## config.mk

```make
export PLATFORM = sky130hd
export DESIGN_NAME = flag_frame_acc
export DESIGN_NICKNAME = d
export VERILOG_FILES = /design/src/rtl/flag_frame_pkg.sv /design/src/rtl/flag_classify.sv /design/src/rtl/flag_frame_acc.sv
export SDC_FILE = /design/constraint.sdc
export NUM_CORES = 1
export LEC_CHECK = 0
export CAP_MARGIN = 10
export CELL_PAD_IN_SITES_DETAIL_PLACEMENT = 1
export CELL_PAD_IN_SITES_GLOBAL_PLACEMENT = 1
export CORE_UTILIZATION = 35
export CTS_CLUSTER_SIZE = 40
export DETAILED_ROUTE_END_ITERATION = 12
export GPL_ROUTABILITY_DRIVEN = 0
export GPL_TIMING_DRIVEN = 0
export PLACE_DENSITY_LB_ADDON = 0.25
export SKIP_CTS_REPAIR_TIMING = 1
export SLEW_MARGIN = 20
export SYNTH_ARGS = -nofsm -noshare
export SYNTH_HDL_FRONTEND = slang
export SYNTH_SLANG_ARGS = --single-unit
```

## constraint.sdc

```tcl
create_clock -name clk -period 2.2 [get_ports clk]
set_input_delay 0.66 -clock clk [delete_from_list [all_inputs] [get_ports clk]]
set_output_delay 0.66 -clock clk [all_outputs]
set_load 0.02 [all_outputs]
```

## src/rtl/flag_frame_pkg.sv

```systemverilog
// ============================================================================
// Module   : flag_frame_pkg
// Brief    : Shared types, flag indices and word classification for flag_frame_acc.
// Revision : 1.0 - initial release
// ============================================================================
`default_nettype none

package flag_frame_pkg;

   typedef enum logic [0:0] {
      ACC  = 1'b0,
      HOLD = 1'b1
   } state_t;

   localparam int FLAG_ODD  = 0;
   localparam int FLAG_ZERO = 1;
   localparam int FLAG_ONES = 2;
   localparam int FLAG_HALF = 3;

   localparam int c_NUM_FLAGS = 4;
   localparam int c_MAX_WIDTH = 64;

   // Only the low 'width' bits of the zero-extended word take part.
   function automatic logic [c_NUM_FLAGS-1:0] classify_word(
      input logic [c_MAX_WIDTH-1:0] word,
      input int                     width
   );
      logic [c_NUM_FLAGS-1:0] flags;
      logic odd, zero, ones, half;
      odd  = 1'b0;
      zero = 1'b1;
      ones = 1'b1;
      half = 1'b1;
      for (int i = 0; i < c_MAX_WIDTH; i++) begin
         if (i < width) begin
            odd = odd ^ word[i];
            if (word[i]) zero = 1'b0;
            else         ones = 1'b0;
         end
      end
      for (int i = 0; i < c_MAX_WIDTH / 2; i++) begin
         if (i < width / 2) begin
            if (word[i] != word[i + width / 2]) half = 1'b0;
         end
      end
      flags            = '0;
      flags[FLAG_ODD]  = odd;
      flags[FLAG_ZERO] = zero;
      flags[FLAG_ONES] = ones;
      flags[FLAG_HALF] = half;
      return flags;
   endfunction

endpackage

`default_nettype wire

```

## src/rtl/flag_classify.sv

```systemverilog
// ============================================================================
// Module   : flag_classify
// Brief    : Combinational WIDTH-bit word to 4-bit flag vector.
// Revision : 1.0 - initial release
// ============================================================================
`default_nettype none

module flag_classify
   import flag_frame_pkg::*;
#(
   parameter int WIDTH = 8
) (
   input  logic [WIDTH-1:0]       word,
   output logic [c_NUM_FLAGS-1:0] flags
);

   logic [c_MAX_WIDTH-1:0] w_word_ext;

   assign w_word_ext = c_MAX_WIDTH'(word);
   assign flags      = classify_word(w_word_ext, WIDTH);

endmodule

`default_nettype wire

```

## src/rtl/flag_frame_acc.sv

```systemverilog
// ============================================================================
// Module   : flag_frame_acc
// Brief    : Per-frame flag counter on a valid/ready stream, one result per frame.
//            Optional early-frame flush port: define FLAG_FRAME_ACC_FLUSH_EN.
// Revision : 1.0 - initial release
// ============================================================================
`default_nettype none

module flag_frame_acc
   import flag_frame_pkg::*;
#(
   parameter int WIDTH     = 8,
   parameter int FRAME_LEN = 4,
   parameter int CNT_W     = $clog2(FRAME_LEN + 1)
) (
   input  logic             clk,
   input  logic             rst,
   input  logic             in_valid,
   output logic             in_ready,
   input  logic [WIDTH-1:0] in,
`ifdef FLAG_FRAME_ACC_FLUSH_EN
   input  logic             flush,
`endif
   output logic             out_valid,
   input  logic             out_ready,
   output logic [CNT_W-1:0] a,
   output logic [CNT_W-1:0] b,
   output logic [CNT_W-1:0] c,
   output logic [CNT_W-1:0] d,
   output logic [CNT_W-1:0] frame_cnt
);

   state_t                              r_state;
   logic [c_NUM_FLAGS-1:0][CNT_W-1:0]   r_acc;
   logic [c_NUM_FLAGS-1:0][CNT_W-1:0]   r_res;
   logic [CNT_W-1:0]                    r_idx;
   logic [CNT_W-1:0]                    r_frame_cnt;

   logic [c_NUM_FLAGS-1:0]              w_flags;
   logic [c_NUM_FLAGS-1:0][CNT_W-1:0]   w_acc_next;
   logic [CNT_W-1:0]                    w_idx_next;
   logic                                w_in_ready;
   logic                                w_accept;
   logic                                w_last;
   logic                                w_flush_end;
   logic                                w_frame_end;

   flag_classify #(
      .WIDTH (WIDTH)
   ) u_classify (
      .word  (in),
      .flags (w_flags)
   );

   assign w_in_ready = (r_state == ACC) || out_ready;
   assign w_accept   = in_valid && w_in_ready;
   assign w_last     = w_accept && (r_idx == CNT_W'(FRAME_LEN - 1));
   assign w_idx_next = r_idx + CNT_W'(w_accept);

   generate
      for (genvar k = 0; k < c_NUM_FLAGS; k++) begin : g_acc
         assign w_acc_next[k] = r_acc[k] + CNT_W'(w_accept && w_flags[k]);
      end
   endgenerate

`ifdef FLAG_FRAME_ACC_FLUSH_EN
   // An empty frame is never emitted: need either stored words or one arriving now.
   assign w_flush_end = flush && w_in_ready && ((r_idx != '0) || w_accept);
`else
   assign w_flush_end = 1'b0;
`endif

   assign w_frame_end = w_last || w_flush_end;

   // Frame end is only possible while in_ready=1, so a held result is never overwritten.
   always_ff @(posedge clk) begin
      if (rst) begin
         r_state     <= ACC;
         r_acc       <= '0;
         r_res       <= '0;
         r_idx       <= '0;
         r_frame_cnt <= '0;
      end else if (w_frame_end) begin
         r_res       <= w_acc_next;
         r_frame_cnt <= w_idx_next;
         r_acc       <= '0;
         r_idx       <= '0;
         r_state     <= HOLD;
      end else begin
         r_acc <= w_acc_next;
         r_idx <= w_idx_next;
         if ((r_state == HOLD) && out_ready) begin
            r_state <= ACC;
         end
      end
   end

   assign in_ready  = w_in_ready;
   assign out_valid = (r_state == HOLD);
   assign a         = r_res[FLAG_ODD];
   assign b         = r_res[FLAG_ZERO];
   assign c         = r_res[FLAG_ONES];
   assign d         = r_res[FLAG_HALF];
   assign frame_cnt = r_frame_cnt;

endmodule

`default_nettype wire

```

# After elaboration in Yosys (flattened, before gate mapping)
# Index checks and enable logic that the tools add are counted.
word_totals:
  register_bits: 31
  wordCells: 61
op_classes:
  n_addsub: 5
  n_eq_ne: 5
  mux: 22
  bitwise_logic: 8
  reduce_logical: 10
ops:
  columns: ["op", "n"]
  rows:
  - ["1-bit two-way mux", 22]
  - ["3-bit by 1-bit adder with 3-bit output", 5]
  - ["1-bit logical AND", 7]
  - ["1-bit XOR", 7]
  - ["1-bit inequality test", 4]
  - ["3-bit by 2-bit == test with 1-bit output, second input constant", 1]
  - ["2-bit nonzero test", 1]
  - ["2-bit OR reduction", 1]
  - ["1-bit logical OR", 1]
  - ["1-bit NOT", 1]

# Depth between registers and ports, before layout
logic_depth:
  ltp_word: 10
  ltp_mapped: 9

# By module
# Synthesis repeated with hierarchy kept, for this count alone.
hier_totals:
  hier_cells: 136
  area_unflattened_um2: 1498.9
by_module_without_submodules:
  columns: ["mod", "n_inst", "cells_each", "area_each_um2", "seq_area_each_um2"]
  rows:
  - ["flag_frame_acc", 1, 120, 1340.0, 620.6]
  - ["flag_classify", 1, 16, 158.9, 0.0]

# Worst setup path before layout
# Ideal clock, no wire load.
synth_timing:
  kind: "input-to-reg"
  startpoint: "input port in[0]"
  endpoint: "register r_res (netlist bit a[2])"
  t_arrival_ps: 2066
  required_time_ps: 2114
  path_slack_ps: 49
  cell_stages: 9
  path_cell_list: "inv_1 -> ha_1 -> xnor3_1 -> xnor3_1 -> nor2_1 -> ha_1 -> ha_1 -> xnor2_1 -> a211oi_1"
synth_via:
  elab_chain_len: 9
synth_lines:
  columns: ["element", "line_no", "rtl"]
  rows:
  - ["start, declared", "flag_frame_acc.sv:20", "input logic [WIDTH-1:0] in,"]
  - ["1-bit XOR (7 in series)", "flag_frame_pkg.sv:36", "odd = odd ^ word[i];"]
  - ["1-bit logical AND", "flag_frame_acc.sv:62", "assign w_acc_next[k] = r_acc[k] + CNT_W'(w_accept && w_flags[k]);"]
  - ["3-bit by 1-bit adder with 3-bit output", "flag_frame_acc.sv:62", null]
  - ["end signal, assigned", "flag_frame_acc.sv:84", "r_res <= w_acc_next;"]
  - ["end, declared", "flag_frame_acc.sv:35", "logic [c_NUM_FLAGS-1:0][CNT_W-1:0] r_res;"]
# No other way between the ends.
# A chain may end at the register's enable or synchronous reset.

# Worst setup path after layout
# Ends and elaborated chain as after synthesis.

==> qor.txt <==
Post-synthesis register bit count = 31
Num Clock Sinks = 31
Peak supply drop = 0.315 mV
Total power = 0.00119 W
Commonest non-fill, non-tap cell in the layout = dfxtp_1
Initial Util = 36.2%
WL/cell = 16.2 um
Post-synth ARST share = 0%
Layout Nets = 202
Die footprint = 4400 um^2
Die width = 66.3 um
Residual DRC count = 0
WHS Path Cells = 2
Ports = 29
First-pass GRT wire length = 5870 um
Vias per inst = 5.30
GRT overflow = 0
Worst hold slack = 477 ps
Pleak = 0.808 nW
Routed wire length = 3700 um
Area Growth Syn to Fin = 34.5%
Cell count after synthesis = 143
Total track usage = 18.1%
Status = completed
EDFF count, synth = 0
Layout cells sized above 1 = 17.4%
Sw Share = 24.4%
Largest net degree at the start of global routing = 11
Final period util = 99.5%
Setup TNS = 0 ps
Logic pwr share = 13.3%
Ys Warns = 0
Max_slew headroom = 60.5%
H-tree depth = 2
Clock share of power = 37.4%
Die Y = 66.3 um
Distinct cells, synth = 29
Post-DRT Antenna Nets = 0
Sequential share of the synthesized area = 42.8%
Crit path max fanout = 3
Fmax = 0.457 GHz
Kind of critical path = in2reg
Number of buffers created by CTS = 5
CTS root buf = clkbuf_8
Max-slew violations = 0
Synthesized cell area = 1450 um^2
Filler cell count = 432
Clk slew on worst S/H paths = 60 ps
DR vias = 1,209
Most used DFF post-synth = dfxtp_1
Vias in the first global route = 1,302
Final Hold Fails = 0
Net Sw Power = 0.000291 W
Hold Path Class = reg2reg
Initial DRC count = 39
Power Density = 610 nW/um^2
Minimum clock period = 2190 ps
Final Util = 48.7%
Most frequent cells in the layout = dfxtp_1, clkdlybuf4s50_1, nand4_1, a21oi_1
P_int = 0.000899 W
Area of the multi-input gates = 797 um^2
Syn_area_per_cell = 10.1 um^2
Worst Path Arrival = 2340 ps
WP data required = 2350 ps
Actual slew at the worst max-slew pin = 587 ps
CTS tree = done
Setup violators final = 0
Reg area = 621 um^2
Max cap viols = 0
Inserted Diodes = 0
Clock Latency Late Sink = 280 ps
IO buf count = 27
Placeable Area = 4000 um^2
Rows = 23
Crit. End Element = flip-flop
Clock Skews = 2.68 ps
Drt pass-1 iters = 4
Post-Syn Nets = 167
R2R depth = 9
Reg power frac = 49.3%
Crit start category = primary input
CTS max path bufs = 2
Initial antenna violation count = 0
Post-DP HPWL = 2730 um
## cells in the mapped netlist, types with 2 or more instances
cell type / count / area share [%]
dfxtp_1: 31 / 43
ha_1: 12 / 10
a21oi_1: 11 / 3.8
nand4_1: 11 / 4.7
and2_1: 10 / 4.3
o31ai_1: 10 / 5.2
nor2_1: 7 / 1.8
xnor2_1: 7 / 4.2
a211oi_1: 5 / 2.6
a31oi_1: 5 / 2.2
inv_1: 5 / 1.3
buf_2: 3 / 1.0
clkbuf_1: 3 / 0.78
buf_4: 2 / 1.0
buf_6: 2 / 1.6
nand3_1: 2 / 0.69
nor3_1: 2 / 0.69
nor4_1: 2 / 0.86
xnor3_1: 2 / 3.1
xor2_1: 2 / 1.2
## final timing paths
| path | startpoint | endpoint | slack (ps) |
|---|---|---|---|
| worst min-delay path | c[1]$_SDFFE_PP0P_ | c[1]$_SDFFE_PP0P_ | 480 |
| worst min register to register | c[1]$_SDFFE_PP0P_ | c[1]$_SDFFE_PP0P_ | 480 |
| worst max-delay path | in[0] | a[2]$_SDFFE_PP0P_ | 10 |
| worst max register to register | out_valid$_SDFFE_PP0P_ | d[2]$_SDFFE_PP0P_ | 280 |
## final cells by class
cell class | instances | area share, %
buffer | 11 | 3.98
clock buffer | 6 | 4.24
clock inverter | 1 | 0.257
inverter | 5 | 0.963
multi-input combinational | 96 | 40.9
sequential | 31 | 31.8
tap | 50 | 3.21
timing repair buffer | 28 | 14.6
## sequential cells by signal (all words and copies together) (netlist names)
register / flops
b: 3
a: 3
d: 3
r_idx: 3
frame_cnt: 3
out_valid: 1
r_acc: 12
c: 3
## metal layers
metal / vias up / track usage (%) / part of all wire [%]
met1: 588 / 19.6 / 41
met2: 23 / 32.1 / 54
li1: 589 / - / -
met3: 9 / 4.66 / 2.8
met5: - / 0 / 0
met4: 0 / 8.78 / 2.1
## power by group through the flow
stage	Clock (W)	Sequential, W	Combinational (W)
2_1_floorplan	0	0.000597	0.0000840
3_3_place_gp	0	0.000594	0.000135
3_5_place_dp	0	0.000596	0.000145
4_1_cts	0.000464	0.000583	0.000146
5_1_grt	0.000489	0.000587	0.000175
6_report	0.000445	0.000586	0.000158
## through the flow
step                setup slack, ps  cells  instance area (um^2)
CTS                            -773    227                  1870
global route                  -84.2    228                  1950
finish                         11.8    228                  1950
floorplan                      48.6    143                  1450
global placement               -738    220                  1780
detailed placement             -764    220                  1780
## kinds of logic (layout without fill, tap and decap cells)
group           Yosys count  count (layout)  share of synthesized area, %
flops                    31              31                          42.8
simple gates             40              40                          16.5
fa+ha+maj                12              12                          10.4
buf+inv                  16              51                          5.96
compound gates           33              33                          15.8
xor+xnor                 11              11                          8.55
## critical path, stage by stage
cell and delay, ps:
clkbuf_2 120, inv_1 60, ha_1 290, xnor3_1 220
xnor3_1 210, nor2_1 180, ha_2 230, ha_4 150
xnor2_2 130, a211oi_2 90
Note: power is estimated with default switching activity, not from simulation.
